**config.mk**
```make
export PLATFORM = sky130hd
export DESIGN_NAME = timer_ctrl
export DESIGN_NICKNAME = d
export VERILOG_FILES = /design/src/rtl/dda_defs.sv /design/src/rtl/timer_ctrl_edge_det.sv /design/src/rtl/timer_ctrl.sv
export SDC_FILE = /design/constraint.sdc
export NUM_CORES = 1
export LEC_CHECK = 0
export BUFFER_PORTS_ARGS = -buffer_cell sky130_fd_sc_hd__buf_4
export CORE_ASPECT_RATIO = 1.4
export CORE_MARGIN = 2
export CORE_UTILIZATION = 45
export CTS_BUF_LIST = sky130_fd_sc_hd__clkbuf_4 sky130_fd_sc_hd__clkbuf_8
export DETAILED_ROUTE_END_ITERATION = 6
export GPL_TIMING_DRIVEN = 0
export HOLD_SLACK_MARGIN = 0.12
export PLACE_DENSITY = 0.67
export SETUP_SLACK_MARGIN = 0.15
export SLEW_MARGIN = 20
export SYNTH_ARGS = -nofsm -noshare
export SYNTH_HDL_FRONTEND = slang
export SYNTH_SLANG_ARGS = --single-unit
export TNS_END_PERCENT = 50
```
**constraint.sdc**
```tcl
create_clock -name clock -period 4.16 [get_ports clock]
set_input_delay 0.416 -clock clock [delete_from_list [all_inputs] [get_ports clock]]
set_output_delay 0.416 -clock clock [all_outputs]
set_load 0.1 [all_outputs]
```
**src/rtl/dda_defs.sv**
```systemverilog
// Shared definitions for the timer controller slice.
//   NB_SW    : width of the switch-style configuration bus to the period counter
//   state_e  : controller FSM encodings (IDLE / RUN / PAUSE)
//   rate_e   : period-select codes, shortest to longest
package dda_defs;

    localparam int NB_SW = 3;

    typedef enum logic [1:0] {
        ST_IDLE  = 2'b00,
        ST_RUN   = 2'b01,
        ST_PAUSE = 2'b10
    } state_e;

    typedef enum logic [1:0] {
        RATE_SHORTEST = 2'b00,
        RATE_SHORT    = 2'b01,
        RATE_LONG     = 2'b10,
        RATE_LONGEST  = 2'b11
    } rate_e;

endpackage

```
**src/rtl/timer_ctrl_edge_det.sv**
```systemverilog
// Rising-edge detector with a registered history bit.
//   clock   : system clock
//   i_reset : synchronous active-high reset, clears the history
//   i_sig   : level input
//   o_edge  : high while i_sig is 1 and was 0 at the previous posedge
// The history clears to 0 under reset, so a level already high when reset
// releases is reported as an edge on the first cycle afterwards.
module edge_det (
    input  logic clock,
    input  logic i_reset,
    input  logic i_sig,
    output logic o_edge
);

    logic prev_q;

    always_ff @(posedge clock) begin
        if (i_reset) begin
            prev_q <= 1'b0;
        end else begin
            prev_q <= i_sig;
        end
    end

    assign o_edge = i_sig & ~prev_q;

endmodule

```
**src/rtl/timer_ctrl.sv**
```systemverilog
// Timer controller: start/stop/pause FSM driving an external period counter
// and counting its ticks, with optional one-shot completion.
//   clock, i_reset        : clock and synchronous active-high reset
//   i_start/i_stop/i_pause: level requests, acted on at their rising edges
//   i_rate, i_oneshot,
//   i_nticks              : configuration, latched on a start edge in IDLE
//   i_valid               : periodic tick from the period counter
//   o_sw                  : {latched rate, count enable} to the period counter
//   o_cnt_reset           : one-cycle clear pulse to the period counter
//   o_busy                : high in RUN or PAUSE
//   o_done                : one-cycle pulse on one-shot completion
//   o_ticks               : ticks counted since the last start
module timer_ctrl
    import dda_defs::*;
#(
    parameter int NB_SW    = dda_defs::NB_SW,
    parameter int NB_TICKS = 8
) (
    input  logic                clock,
    input  logic                i_reset,
    input  logic                i_start,
    input  logic                i_stop,
    input  logic                i_pause,
    input  logic [1:0]          i_rate,
    input  logic                i_oneshot,
    input  logic [NB_TICKS-1:0] i_nticks,
    input  logic                i_valid,
    output logic [NB_SW-1:0]    o_sw,
    output logic                o_cnt_reset,
    output logic                o_busy,
    output logic                o_done,
    output logic [NB_TICKS-1:0] o_ticks
);

    logic start_e, stop_e, pause_e, valid_e;

    edge_det u_start_det (.clock(clock), .i_reset(i_reset), .i_sig(i_start), .o_edge(start_e));
    edge_det u_stop_det  (.clock(clock), .i_reset(i_reset), .i_sig(i_stop),  .o_edge(stop_e));
    edge_det u_pause_det (.clock(clock), .i_reset(i_reset), .i_sig(i_pause), .o_edge(pause_e));
    edge_det u_valid_det (.clock(clock), .i_reset(i_reset), .i_sig(i_valid), .o_edge(valid_e));

    state_e                state_q, state_d;
    logic [1:0]            rate_q, rate_d;
    logic                  oneshot_q, oneshot_d;
    logic [NB_TICKS-1:0]   nticks_q, nticks_d;
    logic [NB_TICKS-1:0]   ticks_q, ticks_d;
    logic [NB_SW-1:0]      sw_q, sw_d;
    logic                  cnt_reset_q, cnt_reset_d;
    logic                  busy_q, busy_d;
    logic                  done_q, done_d;

    logic [NB_TICKS-1:0]   ticks_inc;
    logic                  final_tick;

    assign ticks_inc = ticks_q + NB_TICKS'(1);

    // A zero target means "never complete", i.e. continuous counting.
    assign final_tick = valid_e && oneshot_q && (nticks_q != '0) && (ticks_inc == nticks_q);

    always_ff @(posedge clock) begin
        if (i_reset) begin
            state_q <= ST_IDLE;
        end else begin
            state_q <= state_d;
        end
    end

    always_comb begin
        state_d     = state_q;
        rate_d      = rate_q;
        oneshot_d   = oneshot_q;
        nticks_d    = nticks_q;
        ticks_d     = ticks_q;
        cnt_reset_d = 1'b0;
        done_d      = 1'b0;

        case (state_q)
            ST_IDLE: begin
                // Pause and stop edges are meaningless here and fall through.
                if (start_e) begin
                    state_d     = ST_RUN;
                    rate_d      = i_rate;
                    oneshot_d   = i_oneshot;
                    nticks_d    = i_nticks;
                    ticks_d     = '0;
                    cnt_reset_d = 1'b1;
                end
            end
            ST_RUN: begin
                // The tick is counted even when a stop arrives on the same
                // edge; the stop only suppresses the completion pulse.
                if (valid_e) begin
                    ticks_d = ticks_inc;
                end
                if (stop_e) begin
                    state_d = ST_IDLE;
                end else if (final_tick) begin
                    state_d = ST_IDLE;
                    done_d  = 1'b1;
                end else if (pause_e) begin
                    state_d = ST_PAUSE;
                end
            end
            ST_PAUSE: begin
                if (stop_e) begin
                    state_d = ST_IDLE;
                end else if (pause_e) begin
                    state_d = ST_RUN;
                end
            end
            default: begin
                state_d = ST_IDLE;
            end
        endcase

        busy_d   = (state_d != ST_IDLE);
        sw_d     = '0;
        sw_d[0]  = (state_d == ST_RUN);
        sw_d[2:1] = rate_d;
    end

    always_ff @(posedge clock) begin
        if (i_reset) begin
            rate_q      <= '0;
            oneshot_q   <= 1'b0;
            nticks_q    <= '0;
            ticks_q     <= '0;
            sw_q        <= '0;
            cnt_reset_q <= 1'b0;
            busy_q      <= 1'b0;
            done_q      <= 1'b0;
        end else begin
            rate_q      <= rate_d;
            oneshot_q   <= oneshot_d;
            nticks_q    <= nticks_d;
            ticks_q     <= ticks_d;
            sw_q        <= sw_d;
            cnt_reset_q <= cnt_reset_d;
            busy_q      <= busy_d;
            done_q      <= done_d;
        end
    end

    assign o_sw        = sw_q;
    assign o_cnt_reset = cnt_reset_q;
    assign o_busy      = busy_q;
    assign o_done      = done_q;
    assign o_ticks     = ticks_q;

endmodule

```
==> impl_metrics.tcl <==
set metrics [dict create \
    status "completed" \
    die_w_um 51.3 \
    syn_inst 175 \
    clk_pin_slew_ns 0.06 \
    worst-path-buf-inv 0 \
    cts_buffers 5 \
    portBuffers 30 \
    vias 1359 \
    power_density_nw_per_um2 396 \
    drt_iter0_markers 24 \
    synthAdderAreaFrac_pct 0.888 \
    cts_tree "done" \
    p_total_w 0.000715 \
    p_switching_w 0.000185 \
    crit_slowest_cell "dfxtp_1" \
    dp_hpwl_mm 2.47 \
    syn2layout_area_growth_pct 28.0 \
    drt-vias-per-instance 5.39 \
    crit_required_ns 4.30 \
    seq_area_frac_synth_pct 41.2 \
    synth-xor-area-share_pct 3.11 \
    grt_pass1_vias 1340 \
    layout_common_cells "buf_4 (30), dfxtp_1 (29), nand2_1 (25), a21oi_1 (25), nor2_1 (19)" \
    fin_setup_tns_ns 0 \
    synthArstFlopShare_pct 0 \
    dpl.cell_count 244 \
    p_leak_nw 0.734 \
    crit_arrival_ns 2.28 \
    cts_buffer_depth 2 \
    p_clk_share_pct 42.7 \
    globalplace.congestion 0.793 \
    synthFlopType "dfxtp_1" \
    holdWs_ns 0.345 \
    antenna-diode-count 0 \
    core_um2 3060 \
    ctsResizeCount 0 \
    hold_buffers 0 \
    drc 0 \
    finalCriticalPeriod_ns 2.13 \
    initial_core_util_pct 46.0 \
    criticalPathCategory "flip-flop to flip-flop" \
    synth_top_family_by_area "simple AND/OR/NAND/NOR gates" \
    grt-ovfl-total 0 \
    cts_sinks 29 \
    slew_headroom_pct 60.8 \
    nets 230 \
    synth_warnings 0 \
    synth_top_area_share_pct 41.2 \
    setup_viol_count_final 0 \
    drive_gt1_share_pct 22.5 \
    clk_latency_ns 0.28 \
    grt_max_degree 11 \
    maxSlewViolCount 0 \
    clockRootBuffer "clkbuf_8" \
    critPathMaxStageDelay_ns 0.50 \
    die_area_um2 3600 \
    start_kind "flip-flop" \
    path_delay_family "compound AO/OA/AOI/OAI gates" \
    pwr-share-seq_pct 42.4 \
    dieHeight_um 70.2 \
    switching_share_pct 25.9 \
    grt_setup_unrepaired "false" \
    tightest_slew_ns 0.580 \
    placed_area_um2 1680 \
    crit_path_end_kind "flip-flop" \
    layout_commonest_cell "buf_4" \
    synthMuxAreaShare_pct 0 \
    ir_drop_uv 287 \
    synth_cell_types 42 \
    cts_max_level 2 \
    wl_mm 3.21 \
    max_freq_mhz 469 \
    ant_nets 0 \
    p_int_w 0.000530 \
    syn_area_um2 1410 \
    synth_top_area_cell "dfxtp_1" \
    core.rowCount 24 \
    finalNonFillerCells 252 \
    ios 31 \
    synth_simple_gate_area_share_pct 34.6 \
    synth_nets 193 \
    synth.ff_latch_count 29 \
    critical_path.max_fanout 9 \
    synth_area_per_cell_um2 8.05 \
    hold_violations 0 \
    wl_per_cell_um 12.8 \
    crit_chain "ha_1 -> or3b_2 -> a211oi_1 -> nor3_2 -> a21oi_1 -> o21ai_0" \
    fin_worst_skew_ns 0.00664 \
    grt_pass1_wl_mm 5.71 \
    final_area_um2 1800 \
    fill_cells 309 \
    hold_path_class "primary input to flip-flop" \
    post_cts_buffers 0 \
    synth-compound-area-share_pct 17.4 \
    ys_top_cells_by_area "dfxtp_1 (41%), a21oi_1 (8.9%), nand2_1 (6.7%)" \
    antenna_found_initial 0 \
    synth_edf_count 0 \
    p_comb_share_pct 15.0 \
    first_pass_iters 4 \
    final.period_utilization_pct 51.3 \
    maxCapViolCount 0 \
    track_usage_pct 20.8 \
]
==> cells by family (layout without fill, tap and decap cells) <==
logic type	after synthesis	after routing
AND/OR/NAND/NOR	88	88
AO/OA/AOI/OAI	44	44
flip-flops	29	29
buffers and inverters	8	46
XOR/XNOR	5	5
adder cells (fa/ha/maj)	1	1
==> final cells by class <==
| class | instances | area [um2] | share of cell area (%) |
|---|---|---|---|
| Inverter | 2 | 7.51 | 0.416 |
| Multi-Input combinational cell | 138 | 790 | 43.8 |
| Tap cell | 39 | 48.8 | 2.71 |
| Timing Repair Buffer | 30 | 225 | 12.5 |
| Clock inverter | 1 | 30.0 | 1.67 |
| Buffer | 6 | 31.3 | 1.73 |
| Clock buffer | 7 | 90.1 | 5.00 |
| Sequential cell | 29 | 581 | 32.2 |
==> metrics by stage <==
| step | setup slack [ns] | util [%] |
|---|---|---|
| after floorplan | 1.60 | - |
| after global placement | 2.06 | 54.9 |
| after detailed placement | 2.02 | 54.9 |
| after CTS | 2.03 | 58.9 |
| after global routing | 1.89 | 58.9 |
| final | 2.03 | 58.9 |
==> registers in the layout (all words and copies together) (netlist names), 2 cells and up <==
name,flops
nticks_q,8
o_ticks,8
rate_q,2
state_q,2
==> cells in the mapped netlist, types with 2 or more instances <==
| master | instances |
|---|---|
| a211oi_1 | 2 |
| dfxtp_1 | 29 |
| nand3b_1 | 3 |
| o21ai_0 | 9 |
| xnor2_1 | 2 |
| nor2b_1 | 8 |
| nand2b_1 | 3 |
| inv_1 | 2 |
| clkbuf_1 | 4 |
| nand3_1 | 4 |
| nor2_1 | 19 |
| and3_1 | 3 |
| or3_1 | 2 |
| nor4b_1 | 2 |
| nor3b_1 | 2 |
| and2_1 | 2 |
| and4_1 | 2 |
| xor2_1 | 3 |
| a21oi_1 | 25 |
| nor3_1 | 2 |
| nand2_1 | 25 |
| o22ai_1 | 2 |
==> metal layers <==
metal  global-route usage [%]  up-vias  part of all wire (%)
met2                     36.9       29                    52
li1                         -      685                     -
met1                     23.2      641                    42
met3                     4.49        4                   3.5
met4                     9.06        0                   1.6
met5                        0        -                     0
==> power by group through the flow <==
stage / sequential (W) / combinational, W / clock, W
6_report: 0.000303 / 0.000107 / 0.000305
5_1_grt: 0.000305 / 0.000118 / 0.000326
4_1_cts: 0.000303 / 0.000108 / 0.000310
3_5_place_dp: 0.000309 / 0.000107 / 0
3_3_place_gp: 0.000308 / 0.000105 / 0
2_1_floorplan: 0.000337 / 0.0000464 / 0
==> worst paths after layout <==
kind | start | end | slack (ns) | cells after the start
max | o_ticks[0]$_SDFFE_PP0P_ | state_q[0]$_SDFF_PP0_ | 2.03 | 6
min | i_reset | u_valid_det.prev_q$_SDFF_PP0_ | 0.34 | 2
max reg2reg | o_ticks[0]$_SDFFE_PP0P_ | state_q[0]$_SDFF_PP0_ | 2.03 | 6
min reg2reg | oneshot_q$_SDFFE_PP0P_ | oneshot_q$_SDFFE_PP0P_ | 0.46 | 2
==> worst register-to-register path: cells and delay by family, from the launching register on <==
family                     cells  cell delay [ns]
DFF                            1             0.50
AOI/OAI and AO/OA              3             0.64
adders and majority gates      1             0.29
and+or+nand+nor                2             0.58
No activity file was read; power rests on OpenSTA's default activity.
